File: src/rtl/skid_fifo.sv
// skid_fifo: DEPTH-entry elastic buffer between two valid/ready interfaces.
//   in_ready and out_valid are taken straight from flops, so no combinational
//   path links the upstream and downstream handshakes. One beat per cycle.
//
// Optional feature: define SKID_FIFO_FALLTHROUGH_EN to let a beat bypass
//   storage while the buffer is empty (zero-latency empty path, at the cost of
//   an in_valid->out_valid combinational path). Undefined: fully registered.
//
// Ports:
//   clk        rising-edge clock
//   resetn     asynchronous active-low reset
//   in_data    upstream payload          in_valid  upstream valid
//   in_ready   registered ready upstream
//   out_data   payload from storage      out_valid registered valid downstream
//   out_ready  downstream ready
//   count      occupancy, 0..DEPTH
module skid_fifo #(
  parameter int DATA_WIDTH = 32,
  parameter int DEPTH      = 4
) (
  input  logic                    clk,
  input  logic                    resetn,
  input  logic [DATA_WIDTH-1:0]   in_data,
  input  logic                    in_valid,
  output logic                    in_ready,
  output logic [DATA_WIDTH-1:0]   out_data,
  output logic                    out_valid,
  input  logic                    out_ready,
  output logic [$clog2(DEPTH):0]  count
);

  localparam int AW = $clog2(DEPTH);
  localparam int CW = AW + 1;

  if (DEPTH < 2 || (DEPTH & (DEPTH - 1)) != 0) begin : g_bad_depth
    $error("skid_fifo: DEPTH must be a power of two and >= 2");
  end

  logic [DEPTH-1:0][DATA_WIDTH-1:0] mem_q;
  logic [AW-1:0] wr_ptr_q, rd_ptr_q;
  logic [CW-1:0] count_q, count_d;
  logic          in_ready_q, out_valid_q;
  logic          push, pop;

  // pop only ever happens on a registered valid, i.e. when storage holds data
  assign pop = out_valid_q && out_ready;

`ifdef SKID_FIFO_FALLTHROUGH_EN
  logic empty, bypass;
  assign empty  = (count_q == '0);
  // in_ready_q gates the bypass so nothing leaks out while in reset
  assign bypass = empty && in_valid && in_ready_q && out_ready;
  assign push   = in_valid && in_ready_q && !bypass;
  always_comb begin
    out_valid = out_valid_q;
    out_data  = mem_q[rd_ptr_q];
    if (empty) begin
      out_valid = in_valid && in_ready_q;
      out_data  = in_data;
    end
  end
`else
  assign push      = in_valid && in_ready_q;
  assign out_valid = out_valid_q;
  assign out_data  = mem_q[rd_ptr_q];
`endif

  assign count_d  = count_q + CW'(push) - CW'(pop);
  assign in_ready = in_ready_q;
  assign count    = count_q;

  always_ff @(posedge clk or negedge resetn) begin
    if (!resetn) begin
      wr_ptr_q    <= '0;
      rd_ptr_q    <= '0;
      count_q     <= '0;
      in_ready_q  <= 1'b0;
      out_valid_q <= 1'b0;
    end else begin
      if (push) wr_ptr_q <= wr_ptr_q + 1'b1;
      if (pop)  rd_ptr_q <= rd_ptr_q + 1'b1;
      count_q     <= count_d;
      in_ready_q  <= (count_d != CW'(DEPTH));
      out_valid_q <= (count_d != '0);
    end
  end

  // storage is deliberately not reset
  always_ff @(posedge clk) begin
    if (push) mem_q[wr_ptr_q] <= in_data;
  end

endmodule

File: config.mk
export PLATFORM = sky130hd
export DESIGN_NAME = skid_fifo
export DESIGN_NICKNAME = d
export VERILOG_FILES = /design/src/rtl/skid_fifo.sv
export SDC_FILE = /design/constraint.sdc
export NUM_CORES = 1
export LEC_CHECK = 0
export CORE_MARGIN = 2
export CORE_UTILIZATION = 40
export CTS_BUF_LIST = sky130_fd_sc_hd__clkbuf_8 sky130_fd_sc_hd__clkbuf_16
export DETAILED_ROUTE_END_ITERATION = 12
export GPL_TIMING_DRIVEN = 1
export RECOVER_POWER = 25
export SLEW_MARGIN = 20
export SYNTH_ARGS = -nofsm -noshare
export SYNTH_HDL_FRONTEND = slang
export SYNTH_SLANG_ARGS = --single-unit
File: constraint.sdc
create_clock -name clk -period 4.35 [get_ports clk]
set_clock_uncertainty 0.15 [all_clocks]
set_input_delay 0.6525 -clock clk [delete_from_list [all_inputs] [get_ports clk]]
set_output_delay 0.6525 -clock clk [all_outputs]
set_load 0.03 [all_outputs]
Word-level counts from Yosys, hierarchy flattened
Cells that the tools add are included.
{"block": "word_totals", "reg_bits": 137, "output_inout_bits": 37, "wordCells": 26}
{"block": "op_classes", "add_sub_neg": 4, "n_lt_le_gt_ge": 3, "eq_ne": 1, "muxes": 5, "n_reduce_logical": 4}
{"cell": "$bwmux W128", "n": 1}
{"cell": "$bmux W32 S2", "n": 1}
{"cell": "$demux W32 S2", "n": 1}
{"cell": "$mux W32", "n": 2}
{"cell": "$lt A2 B3 Y1 const B", "n": 2}
{"cell": "$add A2 B1 Y2 const B", "n": 2}
{"cell": "$add A3 B1 Y3", "n": 1}
{"cell": "$logic_and A1 B1 Y1", "n": 3}
{"cell": "$ne A3 B3 Y1 const B", "n": 1}
{"cell": "$reduce_bool A3 Y1", "n": 1}
{"cell": "$sub A3 B1 Y3", "n": 1}
{"cell": "$ge A2 B1 Y1 const B", "n": 1}

Depth between registers and ports, before layout
{"block": "logic_depth", "word_depth": 5, "depth_mapped": 7, "ltp_nobuf": 7}

Worst setup path before layout
OpenSTA, ideal clock, no wires.
{"block": "synth_timing", "path_type": "input to register", "startpoint": "input out_ready", "endpoint": "register out_valid_q (netlist: out_valid)", "setup_time_ns": 0.121, "arrival_ns": 1.966, "slack_ns": 2.113, "stages": 7, "cell_sequence": "and2_1 ha_1 inv_1 ha_1 fa_1 xnor3_1 nand2b_1"}
{"block": "synth_between", "elab_chain_len": 3}
{"element": "from (decl)", "line": "28", "rtl": "input logic out_ready,"}
{"element": "$logic_and A1 B1 Y1", "line": "46", "rtl": "assign pop = out_valid_q && out_ready;"}
{"element": "$sub A3 B1 Y3", "line": "68", "rtl": "assign count_d = count_q + CW'(push) - CW'(pop);"}
{"element": "named net count_d[2]", "line": "41", "rtl": "logic [CW-1:0] count_q, count_d;"}
{"element": "$reduce_bool A3 Y1", "line": "84", "rtl": "out_valid_q <= (count_d != '0);"}
{"element": "to (signal assigned)", "line": "84"}
{"element": "to (decl)", "line": "42", "rtl": "logic in_ready_q, out_valid_q;"}
The timed path passes the listed nets, and every way through them passes these cells.
A chain may end at the register's enable or synchronous reset.

Final worst setup path
{"block": "layout_timing", "startpoint": "register rd_ptr_q[0]", "endpoint": "output out_data[17]"}
{"block": "layout_between", "elab_chain_len": 2}
{"element": "from (decl)", "line": "40", "rtl": "logic [AW-1:0] wr_ptr_q, rd_ptr_q;"}
{"element": "from (signal assigned)", "line": "81", "rtl": "if (pop) rd_ptr_q <= rd_ptr_q + 1'b1;"}
{"element": "$bmux W32 S2", "line": "65", "rtl": "assign out_data = mem_q[rd_ptr_q];"}
{"element": "$mux W32 (not written as such)", "line": "65"}
{"element": "to (decl)", "line": "26", "rtl": "output logic [DATA_WIDTH-1:0] out_data,"}
No other way between the ends. The select of a mux whose other input is x is not followed.

==> key figures <==
Timing
  • Worst slew margin: 0.400
  • Final setup fails: 0
  • Final hold violation count: 0
  • Final Max Tran Viols: 0
  • Worst Max-Slew Pin Slew: 0.900 ns
  • Worst hold slack: 0.385 ns
  • Fin crit share: 0.780
  • Highest Clock Rate: 0.295 GHz
  • RSZ-0062 raised after global routing: false
  • Setup TNS Final: 0 ns
  • Min cycle time layout: 3.39 ns

Yosys
  • Post-synth EDFFs: 128
  • Mux share of post-synthesis cell area: 0.146
  • Netlist cell types: 21
  • Flops & latches, synth: 137
  • Synth Flop Type: edfxtp_1
  • Mapped Nets: ~250
  • Post-Synth XOR/XNOR Area: 0.00953
  • Syn. warnings: 0
  • Synth async-reset ratio: 0.0657
  • Largest area contributor in the netlist: edfxtp_1
  • Avg Inst Size Synth: approximately 25 um2
  • Mapped cell area: 5120 um2
  • Adder-Cell Fraction of Synth Area: 0.0186
  • Largest cells by area after synthesis: edfxtp_1 (75%), mux4_2 (12%), dfrtp_1 (4.4%)
  • Compound-cell area share of the yosys netlist: 0
  • Post-synthesis simple-gate area fraction: 0.0105
  • Top cell type's share of synthesized area: 0.750
  • Sequential-to-total area share from yosys stat: 0.794
  • Syn Inst Count: 204
  • Main combinational cell family by area after synthesis: multiplexers

Floorplanning
  • DIE HEIGHT: about 120 um
  • Num rows: 41
  • Core area: ~13,000 um2
  • Die area: 13,700 um2
  • # IOs: 73
  • Starting Density: 0.408
  • Die Width: 117 um

Clocking
  • Setup Fix Bufs, Post-CTS: 0
  • CTS Buffer Depth: 2
  • Post-cts resize count: 0
  • Reg clk slew, reported paths: 0.06 ns
  • H-tree depth: 4
  • TritonCTS buffer count: 17
  • Clock root cell: clkbuf_16
  • CTS sink cnt: 137
  • Clk_lat worst skew: 0.40 ns
  • CTS tree: done
  • Hold buffer count at CTS: 0

Global routing
  • Largest net degree at the start of global routing: 34
  • Vias in the first global route: between 2,000 and 2,500
  • Grt ovf: 0
  • GRT Util Overall: 0.135
  • Antenna violations before repair: 0
  • First-pass GRT wire length: roughly 13 mm

Layout
  • Fillers: 1,008
  • Most frequent cells in the layout: edfxtp_1 (128), clkdlybuf4s50_1 (52), mux4_2 (28)
  • Inserted Diodes: 0
  • NumNets Final: 331
  • Commonest non-fill, non-tap cell in the layout: edfxtp_1
  • Layout cells sized above 1: 0.219
  • P&R area growth vs syn: 29.5%
  • Post-route design area: 6630 um2

Route
  • Drt wl/cell: 18.0 um
  • Detailed-route via count: 2,250
  • Routed Antenna Nets: 0
  • Met2 Wirelength: 4.35 mm
  • Wire length on met1: 3.66 mm
  • Avg Vias per Cell: 4.76
  • DR WL met3: around 430 um
  • First DRT Iteration DRCs: 112
  • Post-Route WL: 8.54 mm
  • Top Layer Used: met4
  • Drt drc: 0
  • First-pass DRT Iterations: 4

Power and ir drop
  • Max VDD drop: ~360 uV
  • Pint: 0.00351 W
  • Sequential share of power: 0.381
  • Power Dens Cells: 760 nW/um2
  • Comb pwr share: 0.320
  • Sw Pwr: 0.00153 W
  • Switching Fraction: 0.304
  • Leakage: between 2 and 2.5 nW
  • Clock share of power: 0.299

Worst setup path
  • Kind of end point of the critical path: output pin
  • Crit-path max FO: 18
  • Data required, critical path: 3.55 ns
  • Crit path DAT: between 2 and 3 ns
  • Crit Path Class: flip-flop to output pin
  • Startpoint Class: flip-flop

Run
  • Max-cap viol count: 0

Min path
  • Min-delay worst type: flip-flop to flip-flop

Placed design
  • Placement Cell Area: 6000 um2
  • Gp weighted congestion: 0.663
  • I/O Buffers: 72

Run status
  • Outcome: completed
==> registers in the layout, summed over array words and instances, names as in the netlist <==
register	flops
mem_q	128
count	3
rd_ptr_q	2
wr_ptr_q	2
in_ready	1
out_valid	1
==> path summary, 6_finish.rpt <==
check | from | end | slack (ns) | depth (start not counted)
max | rd_ptr_q[0] | out_data[17] | 0.96 | 3
min | wr_ptr_q[0] | wr_ptr_q[0] | 0.38 | 1
max reg2reg | in_ready | out_valid | 2.27 | 7
min reg2reg | wr_ptr_q[0] | wr_ptr_q[0] | 0.38 | 1
max in group asynchronous | resetn | rd_ptr_q[1] | 3.27 | 1
min in group asynchronous | resetn | count[2] | 0.47 | 1
==> routing by layer <==
layer  vias up  global-route usage
met3         8              0.0458
met5         -                   0
li1       1028                   -
met1      1151               0.165
met4         0              0.0518
met2        63               0.224
==> cells by family (layout without fill, tap and decap cells) <==
logic type	after synthesis	in the layout
multiplexers	33	33
flip-flops	137	137
buffers and inverters	13	110
XOR/XNOR	4	4
adder cells (fa/ha/maj)	7	7
AND/OR/NAND/NOR	10	10
==> through the flow <==
stage	util	worst slack (ns)	instances	power, W
floorplan	-	2.11	204	0.00301
global placement	0.477	1.32	441	0.00359
detailed placement	0.477	1.32	441	0.00361
CTS	0.528	0.869	473	0.00512
global route	0.528	0.810	473	0.00527
finish	0.528	0.959	473	0.00504
==> layout make-up <==
type	count	area [um2]	area share
Multi-Input combinational cell	54	950	0.143
Tap cell	172	215	0.0324
Inverter	5	18.8	0.00283
Sequential cell	137	4070	0.614
Timing Repair Buffer	73	741	0.112
Clock inverter	12	171	0.0258
Clock buffer	20	467	0.0704
==> power by group through the flow <==
stage	Sequential, W	Clock [W]	Combinational (W)
finish	0.00192	0.00151	0.00161
global route	0.00195	0.00159	0.00172
CTS	0.00193	0.00153	0.00166
detailed placement	0.00196	0	0.00165
global placement	0.00195	0	0.00165
floorplan	0.00185	0	0.00116
==> Yosys cell counts, types with 2 or more instances <==
library cell  instances
inv_1                 5
mux4_1                4
and3_1                4
xnor2_1               2
buf_2                 3
nand2_1               2
dfrtp_1               9
buf_12                3
edfxtp_1            128
mux4_2               28
ha_1                  6
==> critical path: stages, from the launching register on <==
cell and delay (ns):
dfrtp_2 0.77, buf_12 0.27, mux4_2 0.53, clkdlybuf4s50_1 0.61
Power figures use the tool's default switching activity.
